--- src/rtl/dm_arbiter_pkg.sv ---
// Shared definitions for the data-RAM arbiter: MemCodes, FSM states and
// access classification helpers.
package dm_arbiter_pkg;

    typedef enum logic [0:0] {
        ST_IDLE = 1'b0,
        ST_RESP = 1'b1
    } state_e;

    localparam logic [3:0] MC_LW  = 4'b0000;
    localparam logic [3:0] MC_LH  = 4'b0010;
    localparam logic [3:0] MC_LB  = 4'b0011;
    localparam logic [3:0] MC_LHU = 4'b0100;
    localparam logic [3:0] MC_LBU = 4'b0101;
    localparam logic [3:0] MC_SW  = 4'b1000;
    localparam logic [3:0] MC_SH  = 4'b1010;
    localparam logic [3:0] MC_SB  = 4'b1011;

    function automatic logic is_load(input logic [3:0] code);
        case (code)
            MC_LW, MC_LH, MC_LB, MC_LHU, MC_LBU: is_load = 1'b1;
            default:                             is_load = 1'b0;
        endcase
    endfunction

    function automatic logic is_store(input logic [3:0] code);
        case (code)
            MC_SW, MC_SH, MC_SB: is_store = 1'b1;
            default:             is_store = 1'b0;
        endcase
    endfunction

    // Words need lane 0, halves need an even lane; bytes are always aligned.
    function automatic logic is_misaligned(input logic [3:0] code, input logic [1:0] lane);
        case (code)
            MC_LW, MC_SW:         is_misaligned = (lane != 2'b00);
            MC_LH, MC_LHU, MC_SH: is_misaligned = lane[0];
            default:              is_misaligned = 1'b0;
        endcase
    endfunction

endpackage

--- src/rtl/dm_arbiter_load_ext.sv ---
// Load lane selection and sign/zero extension of a RAM read word.
module dm_arbiter_load_ext
    import dm_arbiter_pkg::*;
(
    input  logic [31:0] i_data,
    input  logic [1:0]  i_lane,
    input  logic [3:0]  i_code,
    output logic [31:0] o_data
);

    logic [7:0]  w_byte;
    logic [15:0] w_half;

    // Pick the addressed byte/half and extend it according to the MemCode
    always_comb begin
        w_byte = 8'h00;
        case (i_lane)
            2'd0:    w_byte = i_data[7:0];
            2'd1:    w_byte = i_data[15:8];
            2'd2:    w_byte = i_data[23:16];
            2'd3:    w_byte = i_data[31:24];
            default: w_byte = 8'h00;
        endcase
        w_half = i_lane[1] ? i_data[31:16] : i_data[15:0];
        case (i_code)
            MC_LW:   o_data = i_data;
            MC_LH:   o_data = {{16{w_half[15]}}, w_half};
            MC_LHU:  o_data = {16'h0000, w_half};
            MC_LB:   o_data = {{24{w_byte[7]}}, w_byte};
            MC_LBU:  o_data = {24'h000000, w_byte};
            default: o_data = 32'h0000_0000;
        endcase
    end

endmodule

--- src/rtl/dm_arbiter.sv ---
// Two-requester arbiter/sequencer for the single-port data RAM.
// IDLE issues one access combinationally, RESP returns ack/err/rdata.
module dm_arbiter
    import dm_arbiter_pkg::*;
#(
    parameter int AW         = 12,
    parameter bit FIXED_PRIO = 1'b0
) (
    input  logic          i_clk,
    input  logic          i_reset,
    input  logic [1:0]    i_req,
    input  logic [63:0]   i_addr,
    input  logic [63:0]   i_wdata,
    input  logic [7:0]    i_code,
    output logic [1:0]    o_ack,
    output logic [1:0]    o_err,
    output logic [63:0]   o_rdata,
    output logic          o_ram_en,
    output logic [3:0]    o_ram_we,
    output logic [AW-3:0] o_ram_addr,
    output logic [31:0]   o_ram_wdata,
    input  logic [31:0]   i_ram_rdata
);

    state_e      r_state;
    state_e      w_state_nxt;
    logic        r_gnt;
    logic        r_ptr;
    logic        r_err;
    logic [3:0]  r_code;
    logic [1:0]  r_lane;
    logic [31:0] r_rdata0;
    logic [31:0] r_rdata1;

    logic          w_gnt;
    logic [3:0]    w_code;
    logic [AW-1:0] w_addr;
    logic [31:0]   w_wdata;
    logic [1:0]    w_lane;
    logic          w_bad;
    logic          w_issue;
    logic          w_resp;
    logic [1:0]    w_ack_sel;
    logic [31:0]   w_ext;
    logic [31:0]   w_resp_data;
    logic          w_addr_unused;

    // Address bits above the RAM range are ignored
    assign w_addr_unused = ^{i_addr[63:32+AW], i_addr[31:AW]};

    // Winner selection: a tie goes to the requester not granted last (or to 0)
    always_comb begin
        w_gnt = 1'b0;
        case (i_req)
            2'b01:   w_gnt = 1'b0;
            2'b10:   w_gnt = 1'b1;
            2'b11:   w_gnt = FIXED_PRIO ? 1'b0 : ~r_ptr;
            default: w_gnt = 1'b0;
        endcase
    end

    // Route the winning requester's address, data and code
    always_comb begin
        if (w_gnt) begin
            w_code  = i_code[7:4];
            w_addr  = i_addr[32+AW-1:32];
            w_wdata = i_wdata[63:32];
        end else begin
            w_code  = i_code[3:0];
            w_addr  = i_addr[AW-1:0];
            w_wdata = i_wdata[31:0];
        end
    end

    assign w_lane  = w_addr[1:0];
    assign w_bad   = !(is_load(w_code) || is_store(w_code)) || is_misaligned(w_code, w_lane);
    assign w_issue = i_reset && (r_state == ST_IDLE) && (i_req != 2'b00);
    assign w_resp  = i_reset && (r_state == ST_RESP);

    // Next-state logic: every granted access spends exactly one cycle in RESP
    always_comb begin
        w_state_nxt = r_state;
        case (r_state)
            ST_IDLE: begin
                if (i_req != 2'b00) begin
                    w_state_nxt = ST_RESP;
                end else begin
                    w_state_nxt = ST_IDLE;
                end
            end
            ST_RESP: w_state_nxt = ST_IDLE;
            default: w_state_nxt = ST_IDLE;
        endcase
    end

    // RAM strobe, byte enables and lane-replicated store data in the issue cycle
    always_comb begin
        o_ram_en    = 1'b0;
        o_ram_we    = 4'b0000;
        o_ram_wdata = 32'h0000_0000;
        o_ram_addr  = w_addr[AW-1:2];
        if (w_issue && !w_bad) begin
            o_ram_en = 1'b1;
            case (w_code)
                MC_SW: begin
                    o_ram_we    = 4'b1111;
                    o_ram_wdata = w_wdata;
                end
                MC_SH: begin
                    o_ram_we    = w_lane[1] ? 4'b1100 : 4'b0011;
                    o_ram_wdata = {2{w_wdata[15:0]}};
                end
                MC_SB: begin
                    o_ram_we    = 4'b0001 << w_lane;
                    o_ram_wdata = {4{w_wdata[7:0]}};
                end
                default: begin
                    o_ram_we    = 4'b0000;
                    o_ram_wdata = 32'h0000_0000;
                end
            endcase
        end else begin
            o_ram_en = 1'b0;
            o_ram_we = 4'b0000;
        end
    end

    dm_arbiter_load_ext u_load_ext (
        .i_data (i_ram_rdata),
        .i_lane (r_lane),
        .i_code (r_code),
        .o_data (w_ext)
    );

    // Response outputs: ack/err pulse in RESP, rdata follows the load or holds
    always_comb begin
        w_ack_sel   = r_gnt ? 2'b10 : 2'b01;
        o_ack       = 2'b00;
        o_err       = 2'b00;
        w_resp_data = r_gnt ? r_rdata1 : r_rdata0;
        if (w_resp) begin
            o_ack = w_ack_sel;
            if (r_err) begin
                o_err       = w_ack_sel;
                w_resp_data = 32'h0000_0000;
            end else if (is_load(r_code)) begin
                w_resp_data = w_ext;
            end else begin
                w_resp_data = r_gnt ? r_rdata1 : r_rdata0;
            end
        end else begin
            o_ack = 2'b00;
            o_err = 2'b00;
        end
        o_rdata[31:0]  = (w_resp && !r_gnt) ? w_resp_data : r_rdata0;
        o_rdata[63:32] = (w_resp &&  r_gnt) ? w_resp_data : r_rdata1;
    end

    // FSM state register
    always_ff @(posedge i_clk) begin
        if (!i_reset) begin
            r_state <= ST_IDLE;
        end else begin
            r_state <= w_state_nxt;
        end
    end

    // Latch the granted access and advance the round-robin pointer on grant
    always_ff @(posedge i_clk) begin
        if (!i_reset) begin
            r_gnt  <= 1'b0;
            r_ptr  <= 1'b1;
            r_err  <= 1'b0;
            r_code <= MC_LW;
            r_lane <= 2'b00;
        end else if (w_issue) begin
            r_gnt  <= w_gnt;
            r_ptr  <= w_gnt;
            r_err  <= w_bad;
            r_code <= w_code;
            r_lane <= w_lane;
        end
    end

    // Hold each requester's last returned data between acks
    always_ff @(posedge i_clk) begin
        if (!i_reset) begin
            r_rdata0 <= 32'h0000_0000;
            r_rdata1 <= 32'h0000_0000;
        end else if (w_resp) begin
            if (r_gnt) begin
                r_rdata1 <= w_resp_data;
            end else begin
                r_rdata0 <= w_resp_data;
            end
        end
    end

endmodule

--- config.mk ---
export PLATFORM = sky130hd
export DESIGN_NAME = dm_arbiter
export DESIGN_NICKNAME = d
export VERILOG_FILES = /design/src/rtl/dm_arbiter_pkg.sv /design/src/rtl/dm_arbiter_load_ext.sv /design/src/rtl/dm_arbiter.sv
export SDC_FILE = /design/constraint.sdc
export NUM_CORES = 1
export LEC_CHECK = 0
export CAP_MARGIN = 20
export CORE_MARGIN = 1
export CORE_UTILIZATION = 45
export DETAILED_ROUTE_END_ITERATION = 7
export PLACE_DENSITY = 0.95
export SYNTH_ARGS = -nofsm -noshare
export SYNTH_HDL_FRONTEND = slang
export SYNTH_SLANG_ARGS = --single-unit
--- constraint.sdc ---
create_clock -name i_clk -period 5.3 [get_ports i_clk]
set_input_delay 1.06 -clock i_clk [delete_from_list [all_inputs] [get_ports i_clk]]
set_output_delay 1.06 -clock i_clk [all_outputs]
set_load 0.05 [all_outputs]
### Word level (Yosys, flattened, before mapping)

Index checks and enable logic that the tools add are counted.

* register bits: 74
* input port bits: 172
* output and inout bits: 115

* shifts and indexed selects: 1
* eq/ne operators: 16
* bitwise logic cells: 3
* muxes and demuxes: 31
* reduce and logical (&&, ||, !) cells: 23

Operators by type and width (count)
* 2-to-1 mux 32 bit: 8
* case mux 32 bit (5 select lines): 1
* case mux 32 bit (3 select lines): 1
* case mux 8 bit (4 select lines): 1
* == test 4 x 2 -> 1 bit, second input constant: 4
* == test 4 x 3 -> 1 bit, second input constant: 4
* 2-to-1 mux 16 bit: 1
* == test 4 bit, second input constant: 3
* 2-to-1 mux 12 bit: 1
* 2-to-1 mux 4 bit: 3
* case mux 4 bit (3 select lines): 1
* OR reduction 5 bit: 2
* == test 2 bit, second input constant: 4
* zero test 4 bit: 2
* 2-to-1 mux 2 bit: 4
* 2-to-1 mux 1 bit: 7
* logical AND 1 bit: 6
* case mux 1 bit (2 select lines): 3
* OR reduction 3 bit: 2
* AND reduction 2 bit: 2
* nonzero test 2 bit: 2
* left shift 1 x 2 -> 4 bit, first input constant: 1
* zero test 1 bit: 3
* inverter 1 bit: 3
* 4 further kinds: 5

### Depth between registers and ports, before layout

Gate-level depths: netlist of the first run.

* depth in word-level cells: 12
* mapped depth: 8

### Cells and area by module

Synthesis of the first run repeated with hierarchy kept, for this count alone.

* cells, all modules: 824
* area total of the unflattened synthesis: 6020.8 µm²

Modules (own cells, without submodules)
* dm_arbiter: times used 1, cells each 714, area an instance 5297.6 µm²
* dm_arbiter_load_ext: times used 1, cells each 110, area an instance 723.2 µm²

### Worst setup path after synthesis of the first run

OpenSTA, ideal clock, no wires.

* kind: input port to output port
* start point: input i_req[1]
* end point: output o_ram_we[0]
* stages on the path: 7
* path slack: 990 ps
* arrival time: 3250 ps
* required time: 4240 ps
* path through: a21bo_2 > buf_2 > nand3b_1 > a21oi_1 > a22oi_2 > buf_4 > nor3_1

* longest elaborated chain between the ends: 12

Ends and longest elaborated chain
* start: declaration: line dm_arbiter.sv:11 `input logic [1:0] i_req,`
* == test 2 bit: line dm_arbiter.sv:54 `case (i_req)`
* case mux 1 bit (2 select lines): line dm_arbiter.sv:54
* 2-to-1 mux 4 bit: line dm_arbiter.sv:64 `if (w_gnt) begin`
* == test 4 x 2 -> 1 bit, or another cell as far along: line dm_arbiter_pkg.sv:20, dm_arbiter_pkg.sv:35
* OR reduction 5 bit / OR reduction 3 bit (equally long branches): line dm_arbiter_pkg.sv:20, dm_arbiter_pkg.sv:27
* 2-to-1 mux 1 bit (on tied branches): line dm_arbiter_pkg.sv:20, dm_arbiter_pkg.sv:27
* logical OR 1 bit: line dm_arbiter.sv:76 `assign w_bad = !(is_load(w_code) || is_store(w_code)) || is_misaligned(w_code, w_lane);`
* zero test 1 bit: line dm_arbiter.sv:76
* logical OR 1 bit: line dm_arbiter.sv:76
* zero test 1 bit: line dm_arbiter.sv:102 `if (w_issue && !w_bad) begin`
* logical AND 1 bit: line dm_arbiter.sv:102
* 2-to-1 mux 4 bit *: line dm_arbiter.sv:102
* end: declaration: line dm_arbiter.sv:19 `output logic [3:0] o_ram_we,`

Every way passes the cells marked *; elsewhere a longest branch is shown, timed or not.

### Final worst setup path of the first run

* start point: input i_ram_rdata[31]
* end point: output o_rdata[43]

* longest elaborated chain between the ends: 6

Ends and longest elaborated chain
* start: declaration: line dm_arbiter.sv:22 `input logic [31:0] i_ram_rdata`
* case mux 8 bit (4 select lines): line dm_arbiter_load_ext.sv:17 `case (i_lane)`
* case mux 32 bit (5 select lines): line dm_arbiter_load_ext.sv:25 `case (i_code)`
* 2-to-1 mux 32 bit: line dm_arbiter.sv:146 `end else if (is_load(r_code)) begin`
* 2-to-1 mux 32 bit: line dm_arbiter.sv:143 `if (r_err) begin`
* 2-to-1 mux 32 bit: line dm_arbiter.sv:141 `if (w_resp) begin`
* 2-to-1 mux 32 bit: line dm_arbiter.sv:156 `o_rdata[63:32] = (w_resp && r_gnt) ? w_resp_data : r_rdata1;`
* end: declaration: line dm_arbiter.sv:17 `output logic [63:0] o_rdata,`

Every way passes these cells.

==> impl_metrics.env, run 1 <==
export IMPL_postSynthCellCount=801
export IMPL_fin_area_um2=9030
export IMPL_postCtsSetupRepairBufs=0
export IMPL_synth_top_cell_area_share=0.250
export IMPL_ctsResizeCount=0
export IMPL_dp_cells=1159
export IMPL_dr_pass1_iters=7
export IMPL_routed_wl_mm=22.7
export IMPL_die_w_um=117
export IMPL_cts_made_buffers=9
export IMPL_cts_tree="built"
export IMPL_final_cells=1175
export IMPL_place_hpwl_mm=16.9
export IMPL_power_density_nw_per_um2=215
export IMPL_synthFlopType="dfxtp_1"
export IMPL_max_freq_mhz=205
export IMPL_postCtsHoldBufs=0
export IMPL_die_h_um=117
export IMPL_synth_async_reset_ratio=0
export IMPL_wl_met3_mm=2.19
export IMPL_reg2regPathDepth=5
export IMPL_cts_root_buffer="clkbuf_16"
export IMPL_synth_cell_types=53
export IMPL_grt_pass1_wl_mm=34.5
export IMPL_crit_required_ns=4.24
export IMPL_yosys_top_cells_area="dfxtp_1 (25%), nand2_1 (12%), mux2i_1 (7.1%)"
export IMPL_grt_pass1_vias=6705
export IMPL_rsz0062_at_grt="false"
export IMPL_rows=41
export IMPL_final_antenna_net_count=0
export IMPL_cp_end_kind="primary output"
export IMPL_synth_nets=973
export IMPL_ios=287
export IMPL_worst_hold_path_type="reg -> reg"
export IMPL_overflow=0
export IMPL_viasPerCell=6.15
export IMPL_run_status="completed"
export IMPL_drive_above_1_share=0.175
export IMPL_cts_buffer_depth=2
export IMPL_ys_warn_count=0
export IMPL_area_growth_pct=52.1
export IMPL_ys_ff_latch=74
export IMPL_min_period_over_period=0.922
export IMPL_tightest_slew_ns=0.991
export IMPL_maxCapViolations=0
export IMPL_gp_congestion=0.930
export IMPL_clk_latency_ns=0.34
export IMPL_netlist_area_um2=5930
export IMPL_setup_viol=0
export IMPL_globalRouteTotalUtil=0.329
export IMPL_highest_layer="met4"
export IMPL_antenna_cells=0
export IMPL_grt_max_degree=73
export IMPL_die_area_um2=13600
export IMPL_finalSetupTns_ns=0
export IMPL_nets=1170
export IMPL_place_area_um2=8680
export IMPL_start_kind="primary input"
export IMPL_coreArea_um2=12700
export IMPL_met1Wirelength_mm=7.98
export IMPL_vias=7231
export IMPL_leakagePower_nw=3.66
export IMPL_path_class="in -> out"
export IMPL_post_drt_wl_per_cell_um=19.3
export IMPL_avgSynthCellArea_um2=7.41
export IMPL_htree_levels=3
export IMPL_dp_slack_ns=0.483
export IMPL_drtIter0Drc=789
export IMPL_hold_viol_final=0
export IMPL_crit_fanout=7
export IMPL_fin_crit_ns=4.89
export IMPL_crit_arrival_ns=3.83
export IMPL_cts_sinks=74
export IMPL_clkTransAtPathRegs_ns=0.05
export IMPL_min_path_cells=2
export IMPL_ir_drop_mv=0.173
export IMPL_antenna_found_initial=0
export IMPL_layout_setup_ws_ns=0.412
export IMPL_yosysSeqAreaShare=0.250
export IMPL_port_buffers=246
export IMPL_slew_headroom=0.338
export IMPL_start_util=0.466
export IMPL_drc=0
export IMPL_synth_edf_count=0
export IMPL_synth_area_leader_cell="dfxtp_1"
export IMPL_wl_met2_mm=11.2
export IMPL_drv_slew=0
export IMPL_skew_ns=0.0111
## worst max-delay path: stages
cell	delay, ns
clkdlybuf4s50_1	0.50
mux4_2	0.55
a211o_1	0.44
a221o_1	0.36
o211ai_2	0.10
o21ai_1	0.09
clkdlybuf4s50_1	0.72
## per-layer routing
layer  vias up  global-route usage
met1      3341               0.362
met2       510               0.589
met4         0               0.185
li1       3276                   -
met5         -                   0
met3       104              0.0695
## synth_stat cells, types with 3 or more instances
cell type / n
nand2_1: 196
dfxtp_1: 74
o21ai_0: 51
nor2_1: 49
mux2i_1: 42
a21boi_1: 39
clkbuf_1: 35
a211o_1: 34
mux2_2: 26
and2_1: 24
a21oi_1: 22
buf_2: 21
nand3_1: 20
o2111ai_1: 18
o21ai_1: 15
buf_4: 13
inv_1: 10
a22oi_1: 9
a311oi_1: 8
o22a_1: 8
o22ai_1: 8
a221o_1: 7
buf_1: 7
mux4_2: 7
o221ai_1: 7
o211ai_2: 6
nor2b_1: 4
nor3_1: 4
o211ai_1: 4
buf_6: 3
o21a_1: 3
## where the power goes
group          total [mW]  switching (mW)  internal, mW
registers           0.598          0.0298         0.568
logic               0.631           0.372         0.259
clock network       0.707           0.245         0.462
## worst paths after layout
kind                         from      endpoint  slack (ns)
setup / recovery  i_ram_rdata[31]   o_rdata[43]        0.41
hold / removal       r_rdata0[18]  r_rdata0[18]        0.47
setup reg to reg        r_lane[1]  r_rdata0[14]        2.48
hold reg to reg      r_rdata0[18]  r_rdata0[18]        0.47
## cell type report
cell class	instances	area (um2)
Fill cell	963	3700
Tap cell	172	215
Clock inverter	6	115
Clock buffer	10	229
Multi-Input combinational cell	637	4040
Timing Repair Buffer	265	2910
Inverter	11	41.3
Sequential cell	74	1480
## cells in the final DEF (no fill, tap or decap), types with 4 or more instances in the layout
cell / instances
o211ai_1: 4
a22oi_1: 9
a211o_1: 34
a21oi_1: 22
o211ai_2: 6
a21boi_1: 38
clkdlybuf4s50_1: 157
o21ai_1: 15
o21ai_0: 51
inv_1: 10
dfxtp_1: 74
and2_1: 24
nor2_1: 48
mux2i_1: 41
buf_4: 65
buf_12: 42
mux4_2: 7
o22a_1: 8
nor2b_1: 4
o221ai_1: 7
mux2_2: 26
a311oi_1: 8
nand2_1: 194
nor3_1: 4
a221o_1: 7
nand3_1: 20
o2111ai_1: 18
clkbuf_16: 9
o22ai_1: 8
## sequential cells by signal (all words and copies together), names as in the netlist
name and flops:
r_rdata0 32, r_rdata1 32, r_code 4, r_lane 2
r_err 1, r_gnt 1, r_ptr 1, r_state 1
## stage by stage
step / power [mW] / hold WS (ns) / util
2_1_floorplan: 0.988 / 0.450 / -
3_3_place_gp: 1.21 / 0.460 / 0.682
3_5_place_dp: 1.22 / 0.469 / 0.682
4_1_cts: 1.92 / 0.478 / 0.709
5_1_grt: 1.99 / 0.500 / 0.709
6_report: 1.94 / 0.474 / 0.709
## kinds of logic (layout without fill, tap and decap cells)
logic type	Yosys count	count (layout)	share of synthesized area
AO/OA/AOI/OAI	248	248	0.301
XOR/XNOR	1	1	0.00148
adder cells (fa/ha/maj)	1	1	0.00169
buffers and inverters	90	292	0.0734
flip-flops	74	74	0.250
multiplexers	75	75	0.147
AND/OR/NAND/NOR	312	312	0.226
(Power assumes the default switching activity.)
==> inputs of run 2 (changes only) <==
- CORE_ASPECT_RATIO: unset -> 0.8
==> run 2 against run 1 <==
Fmax rose by 0.88%. Clock-buffer cell count did not move. Total power down 0.42%. Combinational power is 2% higher. Routed wire length shrank 2.2%. Die area barely moved. Non-clock buffer count grew 1.
==> impl_metrics.env, run 2 (same netlist as run 1, synthesis figures left out) <==
export IMPL_run_status="completed"
export IMPL_crit_arrival_ns=3.79
export IMPL_ctsResizeCount=0
export IMPL_die_area_um2=13700
export IMPL_drtIter0Drc=832
export IMPL_switching_share=0.344
export IMPL_post_drt_wl_per_cell_um=18.8
export IMPL_ir_drop_mv=0.184
export IMPL_coreArea_um2=12900
export IMPL_clkTransAtPathRegs_ns=0.06
export IMPL_drive_above_1_share=0.185
export IMPL_leakagePower_nw=3.72
export IMPL_slowest_stage="clkdlybuf4s50_1"
export IMPL_postCtsHoldBufs=0
export IMPL_routed_wl_mm=22.2
export IMPL_max_freq_mhz=206
export IMPL_final_cells=1179
export IMPL_grt_pass1_wl_mm=34.9
export IMPL_cp_depth=8
export IMPL_nets=1171
export IMPL_rows=37
export IMPL_die_h_um=105
export IMPL_clk_latency_ns=0.34
export IMPL_path_class="in -> out"
export IMPL_viasPerCell=6.08
export IMPL_crit_path_max_incr_delay_ns=0.58
export IMPL_p_int_mw=1.27
export IMPL_power_mw=1.93
export IMPL_cp_top_family="compound AO/OA/AOI/OAI gates"
export IMPL_drv_slew=0
export IMPL_crit_required_ns=4.24
export IMPL_place_hpwl_mm=16.7
export IMPL_rsz0062_at_grt="false"
export IMPL_seqPwrFrac=0.309
export IMPL_globalRouteTotalUtil=0.326
export IMPL_power_density_nw_per_um2=210
export IMPL_grt_max_degree=75
export IMPL_drc=0
export IMPL_final_common_cell="nand2_1"
export IMPL_switchingPower_mw=0.663
export IMPL_dp_cells=1162
export IMPL_fin_crit_ns=4.85
export IMPL_grt_pass1_vias=6901
export IMPL_final_core_util=0.715
export IMPL_cts_root_buffer="clkbuf_16"
export IMPL_cp_end_kind="primary output"
export IMPL_overflow=0
export IMPL_multi_input_area_um2=4040
export IMPL_hold_viol_final=0
export IMPL_ios=287
export IMPL_antenna_cells=0
export IMPL_die_w_um=130
export IMPL_reg2regPathDepth=5
export IMPL_min_period_over_period=0.914
export IMPL_port_buffers=246
export IMPL_finalSetupTns_ns=0
export IMPL_clkPwrFrac=0.358
export IMPL_gp_congestion=0.951
export IMPL_maxCapViolations=0
export IMPL_biggestRegsByFlops="r_rdata0 x32, r_rdata1 x32, r_code x4"
export IMPL_final_antenna_net_count=0
export IMPL_vias=7171
export IMPL_seq_area_um2=1480
export IMPL_start_kind="primary input"
export IMPL_start_util=0.461
export IMPL_postCtsSetupRepairBufs=0
export IMPL_path_buf_inv=3
export IMPL_power_frac_comb=0.333
export IMPL_dr_pass1_iters=5
export IMPL_cts_made_buffers=9
export IMPL_setup_viol=0
export IMPL_path_cells="clkdlybuf4s50_1 -> a21bo_2 -> nand3b_1 -> a21oi_1 -> a22oi_2 -> buf_4 -> a311oi_1 -> buf_12"
export IMPL_min_path_cells=2
export IMPL_antenna_found_initial=0
export IMPL_area_growth_pct=55.0
export IMPL_slew_headroom=0.330
export IMPL_tightest_slew_ns=1.00
export IMPL_cts_sinks=74
export IMPL_most_common_layout_cells="nand2_1 (195), clkdlybuf4s50_1 (148), dfxtp_1 (74)"
export IMPL_cts_buffer_depth=2
export IMPL_worst_hold_path_type="reg -> reg"
export IMPL_fill_cells=917
export IMPL_htree_levels=3
export IMPL_crit_fanout=28
export IMPL_cts_tree="built"
export IMPL_skew_ns=0.00974
## run 2: final cells by class
type,instances,share of cell area
Sequential cell,74,0.161
Clock inverter,6,0.0106
Tap cell,175,0.0238
Clock buffer,10,0.0260
Inverter,11,0.00449
Multi-Input combinational cell,637,0.439
Timing Repair Buffer,266,0.335
## run 2: through the flow
step / setup slack [ns] / hold slack (ns) / cell area, um2
finish: 0.454 / 0.480 / 9200
detailed placement: 0.511 / 0.468 / 8850
global placement: 0.542 / 0.460 / 8850
floorplan: 0.990 / 0.450 / 5930
CTS: 0.498 / 0.478 / 9190
global route: 0.341 / 0.506 / 9200
## run 2: worst paths after layout
check | startpoint | to | slack, ns
setup reg to reg | r_lane[1] | r_rdata0[14] | 2.50
hold reg to reg | r_rdata0[24] | r_rdata0[24] | 0.48
hold / removal | r_rdata0[24] | r_rdata0[24] | 0.48
setup / recovery | i_req[0] | o_ram_wdata[8] | 0.45
## run 2: worst min-delay path: stages (launching register included)
cell and delay (ns):
dfxtp_1 0.31, nand2_1 0.07, a21boi_1 0.06
## run 2: per-layer routing
metal / vias to the layer above / share of wire / track usage / wire (um)
li1: 3290 / - / - / -
met1: 3345 / 0.38 / 0.387 / 8470
met2: 435 / 0.49 / 0.555 / 10800
met3: 101 / 0.079 / 0.0655 / 1760
met4: 0 / 0.052 / 0.160 / 1160
met5: - / 0 / 0 / 0
## run 2: power by group through the flow
stage | Combinational (mW) | Clock [mW] | Sequential (mW)
2_1_floorplan | 0.402 | 0 | 0.586
3_3_place_gp | 0.610 | 0 | 0.607
3_5_place_dp | 0.623 | 0 | 0.608
4_1_cts | 0.627 | 0.694 | 0.595
5_1_grt | 0.678 | 0.718 | 0.599
6_report | 0.642 | 0.690 | 0.596
